### src/rtl/move_commit_unit.sv
// Commits the search engine's chosen move to the authoritative board state.
// Optional pawn promotion tracking is built when MOVE_COMMIT_PROMOTION_EN is defined.
module move_commit_unit #(
  parameter int NUM_PIECES = 16,
  parameter int SQ_W       = 6
) (
  input  logic                         clk,
  input  logic                         RST,
  input  logic                         start,
  input  logic                         pl,
  input  logic [$clog2(NUM_PIECES)-1:0] piece_id,
  input  logic [SQ_W-1:0]              dest_sq,
  output logic [NUM_PIECES*SQ_W-1:0]   location_vectors_w,
  output logic [NUM_PIECES*SQ_W-1:0]   location_vectors_b,
  output logic [NUM_PIECES-1:0]        alive_vectors_w,
  output logic [NUM_PIECES-1:0]        alive_vectors_b,
  output logic                         busy,
  output logic                         done,
  output logic [1:0]                   err,
  output logic                         captured,
  output logic [$clog2(NUM_PIECES)-1:0] captured_id,
  output logic [NUM_PIECES-1:0]        promoted_w,
  output logic [NUM_PIECES-1:0]        promoted_b
);

  localparam int IDX_W = $clog2(NUM_PIECES);
  localparam int VEC_W = NUM_PIECES * SQ_W;

  typedef enum logic [1:0] {
    ST_IDLE   = 2'd0,
    ST_CHECK  = 2'd1,
    ST_COMMIT = 2'd2,
    ST_DONE   = 2'd3
  } state_t;

  // Back-rank ids 0..7 map to files {K,Q,R1,R2,B1,N1,N2,B2}; pawn id k sits on file 15-k.
  function automatic logic [SQ_W-1:0] home_sq(input int unsigned id, input logic white);
    logic [2:0] file;
    logic [2:0] rank;
    if (id < 8) begin
      case (id)
        0:       file = 3'd4;
        1:       file = 3'd3;
        2:       file = 3'd0;
        3:       file = 3'd7;
        4:       file = 3'd2;
        5:       file = 3'd1;
        6:       file = 3'd6;
        default: file = 3'd5;
      endcase
      rank = white ? 3'd0 : 3'd7;
    end else begin
      file = 3'(15 - id);
      rank = white ? 3'd1 : 3'd6;
    end
    return {rank, file};
  endfunction

  function automatic logic [VEC_W-1:0] home_vec(input logic white);
    logic [VEC_W-1:0] v;
    v = '0;
    for (int k = 0; k < NUM_PIECES; k++) v[k*SQ_W +: SQ_W] = home_sq(k, white);
    return v;
  endfunction

  function automatic logic [1:0] err_rank(input logic [1:0] e);
    case (e)
      2'b01:   return 2'd3;
      2'b11:   return 2'd2;
      2'b10:   return 2'd1;
      default: return 2'd0;
    endcase
  endfunction

  localparam logic [VEC_W-1:0] HOME_W = home_vec(1'b1);
  localparam logic [VEC_W-1:0] HOME_B = home_vec(1'b0);

  state_t                  state_q, state_d;
  logic [IDX_W-1:0]        idx_q, idx_d;
  logic                    pl_q, pl_d;
  logic [IDX_W-1:0]        pid_q, pid_d;
  logic [SQ_W-1:0]         dest_q, dest_d;
  logic [1:0]              err_q, err_d;
  logic                    cap_vld_q, cap_vld_d;
  logic [IDX_W-1:0]        cap_id_q, cap_id_d;
  logic [VEC_W-1:0]        loc_w_q, loc_w_d, loc_b_q, loc_b_d;
  logic [NUM_PIECES-1:0]   alive_w_q, alive_w_d, alive_b_q, alive_b_d;
  logic                    busy_q, busy_d, done_q, done_d;
  logic                    captured_q, captured_d;
  logic [IDX_W-1:0]        captured_id_q, captured_id_d;

  logic [VEC_W-1:0]        own_loc, opp_loc;
  logic [NUM_PIECES-1:0]   own_alive, opp_alive;
  logic [SQ_W-1:0]         mover_sq, own_i_sq, opp_i_sq;
  logic [1:0]              new_err;
  logic                    commit_ok;

  assign own_loc   = pl_q ? loc_w_q : loc_b_q;
  assign opp_loc   = pl_q ? loc_b_q : loc_w_q;
  assign own_alive = pl_q ? alive_w_q : alive_b_q;
  assign opp_alive = pl_q ? alive_b_q : alive_w_q;
  assign mover_sq  = own_loc[pid_q*SQ_W +: SQ_W];
  assign own_i_sq  = own_loc[idx_q*SQ_W +: SQ_W];
  assign opp_i_sq  = opp_loc[idx_q*SQ_W +: SQ_W];
  assign commit_ok = (state_q == ST_COMMIT) && (err_q == 2'b00);

  always_comb begin
    state_d       = state_q;
    idx_d         = idx_q;
    pl_d          = pl_q;
    pid_d         = pid_q;
    dest_d        = dest_q;
    err_d         = err_q;
    cap_vld_d     = cap_vld_q;
    cap_id_d      = cap_id_q;
    loc_w_d       = loc_w_q;
    loc_b_d       = loc_b_q;
    alive_w_d     = alive_w_q;
    alive_b_d     = alive_b_q;
    captured_d    = captured_q;
    captured_id_d = captured_id_q;
    new_err       = 2'b00;

    case (state_q)
      ST_IDLE: begin
        if (start) begin
          pl_d      = pl;
          pid_d     = piece_id;
          dest_d    = dest_sq;
          err_d     = 2'b00;
          cap_vld_d = 1'b0;
          cap_id_d  = '0;
          idx_d     = '0;
          state_d   = ST_CHECK;
        end
      end
      ST_CHECK: begin
        // Assign lowest priority first so higher-priority errors overwrite.
        if (own_alive[idx_q] && (idx_q != pid_q) && (own_i_sq == dest_q)) new_err = 2'b10;
        if (mover_sq == dest_q) new_err = 2'b11;
        if (!own_alive[pid_q]) new_err = 2'b01;
        if (err_rank(new_err) > err_rank(err_q)) err_d = new_err;
        if (opp_alive[idx_q] && (opp_i_sq == dest_q)) begin
          cap_vld_d = 1'b1;
          cap_id_d  = idx_q;
        end
        idx_d = idx_q + 1'b1;
        if (idx_q == IDX_W'(NUM_PIECES - 1)) state_d = ST_COMMIT;
      end
      ST_COMMIT: begin
        if (commit_ok) begin
          if (pl_q) begin
            loc_w_d[pid_q*SQ_W +: SQ_W] = dest_q;
            if (cap_vld_q) alive_b_d[cap_id_q] = 1'b0;
          end else begin
            loc_b_d[pid_q*SQ_W +: SQ_W] = dest_q;
            if (cap_vld_q) alive_w_d[cap_id_q] = 1'b0;
          end
        end
        captured_d    = commit_ok && cap_vld_q;
        captured_id_d = (commit_ok && cap_vld_q) ? cap_id_q : '0;
        state_d       = ST_DONE;
      end
      default: state_d = ST_IDLE;
    endcase

    busy_d = (state_d != ST_IDLE);
    done_d = (state_d == ST_DONE);
  end

  always_ff @(posedge clk or negedge RST) begin
    if (!RST) begin
      state_q       <= ST_IDLE;
      idx_q         <= '0;
      pl_q          <= 1'b0;
      pid_q         <= '0;
      dest_q        <= '0;
      err_q         <= 2'b00;
      cap_vld_q     <= 1'b0;
      cap_id_q      <= '0;
      loc_w_q       <= HOME_W;
      loc_b_q       <= HOME_B;
      alive_w_q     <= '1;
      alive_b_q     <= '1;
      busy_q        <= 1'b0;
      done_q        <= 1'b0;
      captured_q    <= 1'b0;
      captured_id_q <= '0;
    end else begin
      state_q       <= state_d;
      idx_q         <= idx_d;
      pl_q          <= pl_d;
      pid_q         <= pid_d;
      dest_q        <= dest_d;
      err_q         <= err_d;
      cap_vld_q     <= cap_vld_d;
      cap_id_q      <= cap_id_d;
      loc_w_q       <= loc_w_d;
      loc_b_q       <= loc_b_d;
      alive_w_q     <= alive_w_d;
      alive_b_q     <= alive_b_d;
      busy_q        <= busy_d;
      done_q        <= done_d;
      captured_q    <= captured_d;
      captured_id_q <= captured_id_d;
    end
  end

  assign location_vectors_w = loc_w_q;
  assign location_vectors_b = loc_b_q;
  assign alive_vectors_w    = alive_w_q;
  assign alive_vectors_b    = alive_b_q;
  assign busy               = busy_q;
  assign done               = done_q;
  assign err                = err_q;
  assign captured           = captured_q;
  assign captured_id        = captured_id_q;

`ifdef MOVE_COMMIT_PROMOTION_EN
  logic [NUM_PIECES-1:0] prom_w_q, prom_w_d, prom_b_q, prom_b_d;
  logic                  is_pawn;

  assign is_pawn = (pid_q >= IDX_W'(NUM_PIECES / 2));

  always_comb begin
    prom_w_d = prom_w_q;
    prom_b_d = prom_b_q;
    if (commit_ok && is_pawn) begin
      if (pl_q && (dest_q[SQ_W-1 -: 3] == 3'd7)) prom_w_d[pid_q] = 1'b1;
      if (!pl_q && (dest_q[SQ_W-1 -: 3] == 3'd0)) prom_b_d[pid_q] = 1'b1;
    end
  end

  always_ff @(posedge clk or negedge RST) begin
    if (!RST) begin
      prom_w_q <= '0;
      prom_b_q <= '0;
    end else begin
      prom_w_q <= prom_w_d;
      prom_b_q <= prom_b_d;
    end
  end

  assign promoted_w = prom_w_q;
  assign promoted_b = prom_b_q;
`else
  assign promoted_w = '0;
  assign promoted_b = '0;
`endif

endmodule

### config.mk
export PLATFORM = sky130hd
export DESIGN_NAME = move_commit_unit
export DESIGN_NICKNAME = d
export VERILOG_FILES = /design/src/rtl/move_commit_unit.sv
export SDC_FILE = /design/constraint.sdc
export NUM_CORES = 1
export LEC_CHECK = 0
export CAP_MARGIN = 20
export CORE_ASPECT_RATIO = 1.1
export CORE_MARGIN = 2
export CORE_UTILIZATION = 50
export DETAILED_ROUTE_END_ITERATION = 10
export PLACE_DENSITY = 0.77
export SLEW_MARGIN = 20
export SYNTH_ARGS = -nofsm -noshare
export SYNTH_HDL_FRONTEND = slang
export SYNTH_SLANG_ARGS = --single-unit
### constraint.sdc
create_clock -name clk -period 3.3 [get_ports clk]
set_input_delay 0.99 -clock clk [delete_from_list [all_inputs] [get_ports clk]]
set_output_delay 0.99 -clock clk [all_outputs]
set_load 0.01 [all_outputs]
==> flow_summary.yaml <==
status:
  run_status: "finished, violations left"
  violations: "negative setup slack"
placed_design:
  io_buffer_count: 246
  postPlaceCellArea_mm2: 0.02288
  gp_congestion: 1.064
  pre_cts_ws_ps: -706.1
  hpwl_um: 65930
power_and_ir_drop:
  ir_worst_vdd_uv: 1291
  switching_share: 0.4953
  power.sequential.fraction: 0.142
  post-layout-total-power_mw: 25.45
  p_clk_frac: 0.133
  intPower_mw: 12.85
  p_per_area_mw_per_mm2: 991.5
  leakagePower_nw: 10.73
  net-switching-power_mw: 12.61
  combinationalPowerShare: 0.725
floorplanning:
  floorplan_die_width_um: 180.8
  die_h_um: 198.5
  core_region_mm2: 0.03402
  design.die.area_mm2: 0.03590
  start_util: 0.5055
  io-pin-count: 279
  num_rows: 71
yosys:
  synth_ff_type: "sky130_fd_sc_hd__dfstp_2"
  synth_sequential_area_ratio: 0.3803
  synthesis.area_mm2: 0.01720
  yosys.area_share.simple: 0.1082
  ys_ff_latch: 255
  synth.distinct_cells: 90
  count_of_flip_flops_with_a_built_in_enable_after_synthesis: 0
  synth.mux.area_fraction: 0.3255
  post_synth_xor_area_fraction: 0.01717
  synth_compound_gate_area_share: 0.1079
  synth-async-reset-ratio: 1.000
  yosysWarnings: 0
  synth_top_family_by_area: "multiplexers"
  adder_and_majority_cell_fraction_of_the_synthesized_area: 0.01208
  average_cell_area_after_synthesis_um2: 11.61
  post_synth_inst_count: 1481
routing:
  wl_um: 87950
  vias: 17320
  detailedRoute.firstIterationViolations: 2128
  drcViolationCount: 0
  detail_route.first_pass.iterations: 6
  routed_wl_per_cell_um: 34.34
  antenna_violating_nets_post_route: 0
  routed_via_density: 6.762
finish:
  n_antenna_cell: 0
  fraction_of_layout_cells_with_a_size_suffix_above_1: 0.5228
  finish.instance_area_mm2: 0.02567
  final_common_cell: "sky130_fd_sc_hd__buf_4"
  layout-area-overhead-vs-synth_pct: 49.26
  mostFrequentLayoutCells: "sky130_fd_sc_hd__buf_4, sky130_fd_sc_hd__clkdlybuf4s50_1, sky130_fd_sc_hd__mux2_2, sky130_fd_sc_hd__dfstp_2, sky130_fd_sc_hd__dfrtp_1"
  final_core_util: 0.7545
  fill_cells: 2144
  nNetsFinal: 2132
grt:
  global_route.usage.met3: 0.1161
  gr-max-usage-layer: "met2"
  first_global_vias: 17160
  grt_pass1_wl_um: 121900
  grt_antenna_before_repair: 4
  grt_util_all_layers: 0.4744
  pin_count_of_the_biggest_net_entering_global_routing: 70
  globalRouteOverflowTotal: 0
  grt_util_met1: 0.5851
  grt_use_met2: 0.7298
clock_network:
  tritoncts_num_sinks: 255
  cts-htree-levels: 1
  clockBufferDepth: 3
  clk-insertion-delay-late_ps: 590
  path_clk_slew_ps: 70
  cts.root.buffer_cell: "sky130_fd_sc_hd__clkbuf_16"
  tritoncts: "built"
  ctsHoldBuffers: 0
  cts-buffers-inserted: 29
sta:
  hold_violations: 0
  finalSetupViolCount: 90
  postLayoutSetupSlackWorst_ps: -393.3
  grt_setup_unrepaired: "yes"
  worst-slew-pin-transition_ps: 725.1
  final.period_utilization: 1.119
  final_period_minus_worst_setup_slack_ps: 3693
  slew-limit-headroom: 0.5166
  drv_slew: 0
  final_worst_clock_skew_ps: 20.76
  maxClockFrequency_ghz: 0.2708
  timing.hold.ws_ps: 390.9
hold_path:
  worstHoldPathType: "in -> async"
worst_setup_path:
  cpLargestDelayFamily: "compound AO/OA/AOI/OAI gates"
  cp-start-kind: "flop"
  timing.critical_path.cells: "buf_8 > buf_12 > mux4_2 > a22o_1 > a221oi_4 > a31oi_2 > a2111oi_4 > nand4_1 > buf_6 > a31oi_4 > ha_4 > a21oi_2 > o21ai_2 > nor2_2 > a22oi_1"
  critPathMaxFanout: 6
  critical_path_s_largest_stage_delay_ps: 510
  crit_path_top_delay_cell: "sky130_fd_sc_hd__dfrtp_4"
  worst_ep_arrival_time_ps: 4150
  critPathCaptureType: "flop"
  critPathKind: "reg -> reg"
  critPathRequiredTime_ps: 3760
  timing.critical_path.buf_inv: 3
run:
  max-cap-violations: 0
## routing by layer
metal	vias up	share of wire
met4	2	0.095
met3	420	0.12
met5	-	0.00017
met1	8626	0.35
li1	6800	-
met2	1469	0.44
## state kept, by name, summed over array words and instances, names as in the netlist, 2 cells and up
signal / flops
alive_vectors_b: 16
alive_vectors_w: 16
cap_id_q: 4
captured_id: 4
dest_q: 6
err: 2
idx_q: 4
location_vectors_b: 96
location_vectors_w: 96
pid_q: 4
state_q: 2
## power groups by stage
| stage | clock (mW) | sequential [mW] | combinational, mW |
|---|---|---|---|
| finish | 3.39 | 3.62 | 18.4 |
| global route | 3.49 | 3.62 | 18.8 |
| CTS | 3.36 | 3.60 | 15.0 |
| detailed placement | 0 | 3.70 | 13.5 |
| global placement | 0 | 3.70 | 13.4 |
| floorplan | 0 | 3.38 | 6.72 |
## Yosys cell counts, types with 26 or more instances
cell / number / share of area
sky130_fd_sc_hd__nand2_1: 144 / 0.031
sky130_fd_sc_hd__buf_4: 43 / 0.019
sky130_fd_sc_hd__dfstp_2: 128 / 0.20
sky130_fd_sc_hd__mux2i_1: 76 / 0.044
sky130_fd_sc_hd__nand3_1: 26 / 0.0076
sky130_fd_sc_hd__a22oi_1: 28 / 0.012
sky130_fd_sc_hd__nor2_1: 122 / 0.027
sky130_fd_sc_hd__dfrtp_1: 127 / 0.18
sky130_fd_sc_hd__mux2_2: 163 / 0.11
sky130_fd_sc_hd__mux4_2: 119 / 0.16
sky130_fd_sc_hd__a21oi_1: 33 / 0.0096
sky130_fd_sc_hd__o21ai_0: 28 / 0.0081
sky130_fd_sc_hd__clkbuf_1: 46 / 0.010
## what timing repair did
item,4_1_cts,5_1_grt
setup buffers,20,25
setup endpoints to repair,180,171
pin swaps,29,38
gates resized for setup,103,229
hold endpoints to repair,0,0
gates cloned,3,1
## kinds of logic (layout without fill, tap and decap cells)
kind of cell    count (synthesis)  after routing
flops                         255            255
buf+inv                       145            756
compound gates                251            251
mux                           384            384
other cells                     1             32
simple gates                  402            402
xor+xnor                       27             27
fa+ha+maj                      16             16
## per-stage QoR
stage | std cells | TNS, ps
2_1_floorplan | 1512 | 0
3_3_place_gp | 2460 | -22720
3_5_place_dp | 2460 | -25230
4_1_cts | 2535 | -734.0
5_1_grt | 2561 | -14930
6_report | 2561 | -6649
## area by class of cell
class                      count  area (um^2)  area share
multi-input combinational   1112        11140      0.4341
sequential                   255         6551      0.2552
clock inverter                 9        118.9    0.004630
tap                          438        548.0     0.02135
timing repair buffer         687         6392      0.2490
inverter                      17        68.82    0.002681
clock buffer                  43        848.3     0.03305
## final timing paths
kind | startpoint | end | slack, ps | depth (start not counted)
worst min register to register | alive_vectors_b[11] | alive_vectors_b[11] | 480 | 1
worst min-delay path | RST | cap_id_q[3] | 390 | 1
min in group clk | alive_vectors_b[11] | alive_vectors_b[11] | 480 | 1
worst max register to register | pl_q | err[0] | -390 | 15
worst max-delay path | pl_q | err[0] | -390 | 15
max in group asynchronous | RST | location_vectors_b[68] | 2090 | 2
Power figures use the tool's default switching activity.
==> edit (config.mk and constraints unchanged) <==
Encoding of `state_t`: now one-hot (4 bits for 4 states).
--- a/src/rtl/move_commit_unit.sv
+++ b/src/rtl/move_commit_unit.sv
@@ -26,11 +26,11 @@
   localparam int IDX_W = $clog2(NUM_PIECES);
   localparam int VEC_W = NUM_PIECES * SQ_W;
 
-  typedef enum logic [1:0] {
-    ST_IDLE   = 2'd0,
-    ST_CHECK  = 2'd1,
-    ST_COMMIT = 2'd2,
-    ST_DONE   = 2'd3
+  typedef enum logic [3:0] {
+    ST_IDLE   = 4'b0001,
+    ST_CHECK  = 4'b0010,
+    ST_COMMIT = 4'b0100,
+    ST_DONE   = 4'b1000
   } state_t;
 
   // Back-rank ids 0..7 map to files {K,Q,R1,R2,B1,N1,N2,B2}; pawn id k sits on file 15-k.
Behaviour: no difference found for any inputs over 4 cycles, from zero or initial values and one cycle with RST low; so few cycles prove little.
==> edit against the unedited design <==
The flow still finishes with violations (negative setup slack); routed wire length fell by 12%; clock skew fell by 0.0078 ns; die area fell by 0.29%; critical endpoint is now err[1]; setup slack improved by 0.26 ns; sequential cell count rose by 2; power fell by 7.5%; largest power group unchanged; area after synthesis fell by 0.30%; cell area fell by 3.3%.
==> edit: results (changes against the unedited design) <==
GRT
  • Antenna violations before repair: 3 (-1)
  • First-pass GRT wire length: 110 mm (-9.5%)
  • Largest net degree at the start of global routing: 75 (+7.1%)
  • Total Routing Usage GR: 0.424 (-0.0506)

Timing
  • Worst-Margin Slew: 0.653 ns (-0.0723 ns)
  • Worst clock skew: 0.0130 ns (-0.00780 ns)
  • Final Setup Violations: 18 (-80%)
  • Total Neg Setup Slack: -0.736 ns (+5.91 ns)
  • Crit path setup slack, layout: -0.138 ns (+0.256 ns)
  • Final worst path period share: 1.04 (-0.0774)
  • Smallest hold slack: 0.389 ns (-0.00238 ns)

Route
  • Detail-routed via count per cell: 6.56 (-3.0%)
  • DR WL/cell: 31.6 µm (-8.0%)
  • Number of DRC markers in iteration 0: 1534 (-28%)
  • Vias after detailed routing: 16100 (-7.2%)
  • Pre-antenna DRT Iters: 5 (-1)

Synthesis
  • XOR/XNOR share of the synthesized area: 0.0133 (-0.00389)
  • Adder and majority cell fraction of the synthesized area: 0.0121 (+0.0000361)
  • Most instantiated cells after synthesis: sky130_fd_sc_hd__mux2_2, sky130_fd_sc_hd__nand2_1, sky130_fd_sc_hd__dfstp_2
  • Count of unique library cells instantiated by Yosys: 76 (-16%)
  • Main area contributors after synthesis: sky130_fd_sc_hd__dfstp_2, sky130_fd_sc_hd__dfrtp_1, sky130_fd_sc_hd__mux4_2
  • Seq/Total Area, Yosys: 0.384 (+0.00413)
  • Synth Area in Compound Gates: 0.0883 (-0.0196)
  • Proportion of synthesized area in mux cells: 0.349 (+0.0237)
  • Average cell area after synthesis: 11.7 µm² (+1.1%)

Cells and area
  • Layout cell share with drive strength beyond 1: 0.503 (-0.0194)
  • Layout net count: 2017 (-5.4%)

Outcome
  • Run status: finished, violations left
  • Violated checks: negative setup slack

Pwr
  • IR Drop Worst-Case VDD: 1150 µV (-11%)
  • Total leakage power: 0.0101 µW (-5.4%)

Placed design
  • Inst Count DP: 2373 (-3.5%)
  • Detailed placer's ending HPWL: 60.0 mm (-8.9%)
  • Area post-placement: 0.0224 mm² (-2.0%)
  • GPL Wtd Cong: 1.06 (-0.41%)
  • Setup slack after placement: -0.296 ns (+0.410 ns)

Worst setup path
  • Worst path slowest cell: sky130_fd_sc_hd__mux4_2
  • Largest fanout on the critical path: 12 (+6)
  • Critical Path End: err[1]
  • R2r worst-path depth: 14 (-1)
  • Maximum single-stage delay on the critical path: 0.55 ns (+0.04 ns)
  • R2R Path End: err[1]
  • Cell type group with the largest total delay on the critical path: compound AO/OA/AOI/OAI gates

Clocking
  • Gates resized, CTS repair: 61 (-41%)
  • Post-CTS Setup Bufs: 9 (-55%)
-- edit: changes by cell type after synthesis, sizes merged, moves of 13 or more --
| cell | delta |
|---|---|
| nor2 | -29 |
| mux2 | +23 |
| nor3 | +16 |
| a21oi | -14 |
| o22ai | +14 |
| or3 | +14 |
| a22o | -13 |
| a22oi | -13 |
-- edit: final cells by class --
| cell class | instances | area [µm²] |
|---|---|---|
| diodes | 2 | 5.00 |
| clock buffers | 39 | 835 |
| clock inverters | 15 | 220 |
| fillers | 2363 | 9210 |
| inverters | 21 | 86.3 |
| multi-input cells | 1095 | 11000 |
| flip-flops and latches | 257 | 6610 |
| well taps | 438 | 548 |
| repair buffers | 583 | 5480 |
-- edit: metal layers --
metal	wire, µm	global-route usage	share of wire
met5	15	0	0.00019
met4	6250	0.292	0.081
met3	7860	0.102	0.10
met2	35000	0.655	0.45
met1	28300	0.529	0.37
-- edit: report_power, final --
group          total, µW  switching (µW)  internal [µW]
combinational      16500            9590           6860
clock               3590            1420           2170
sequential          3490             217           3270
total              23500           11200          12300
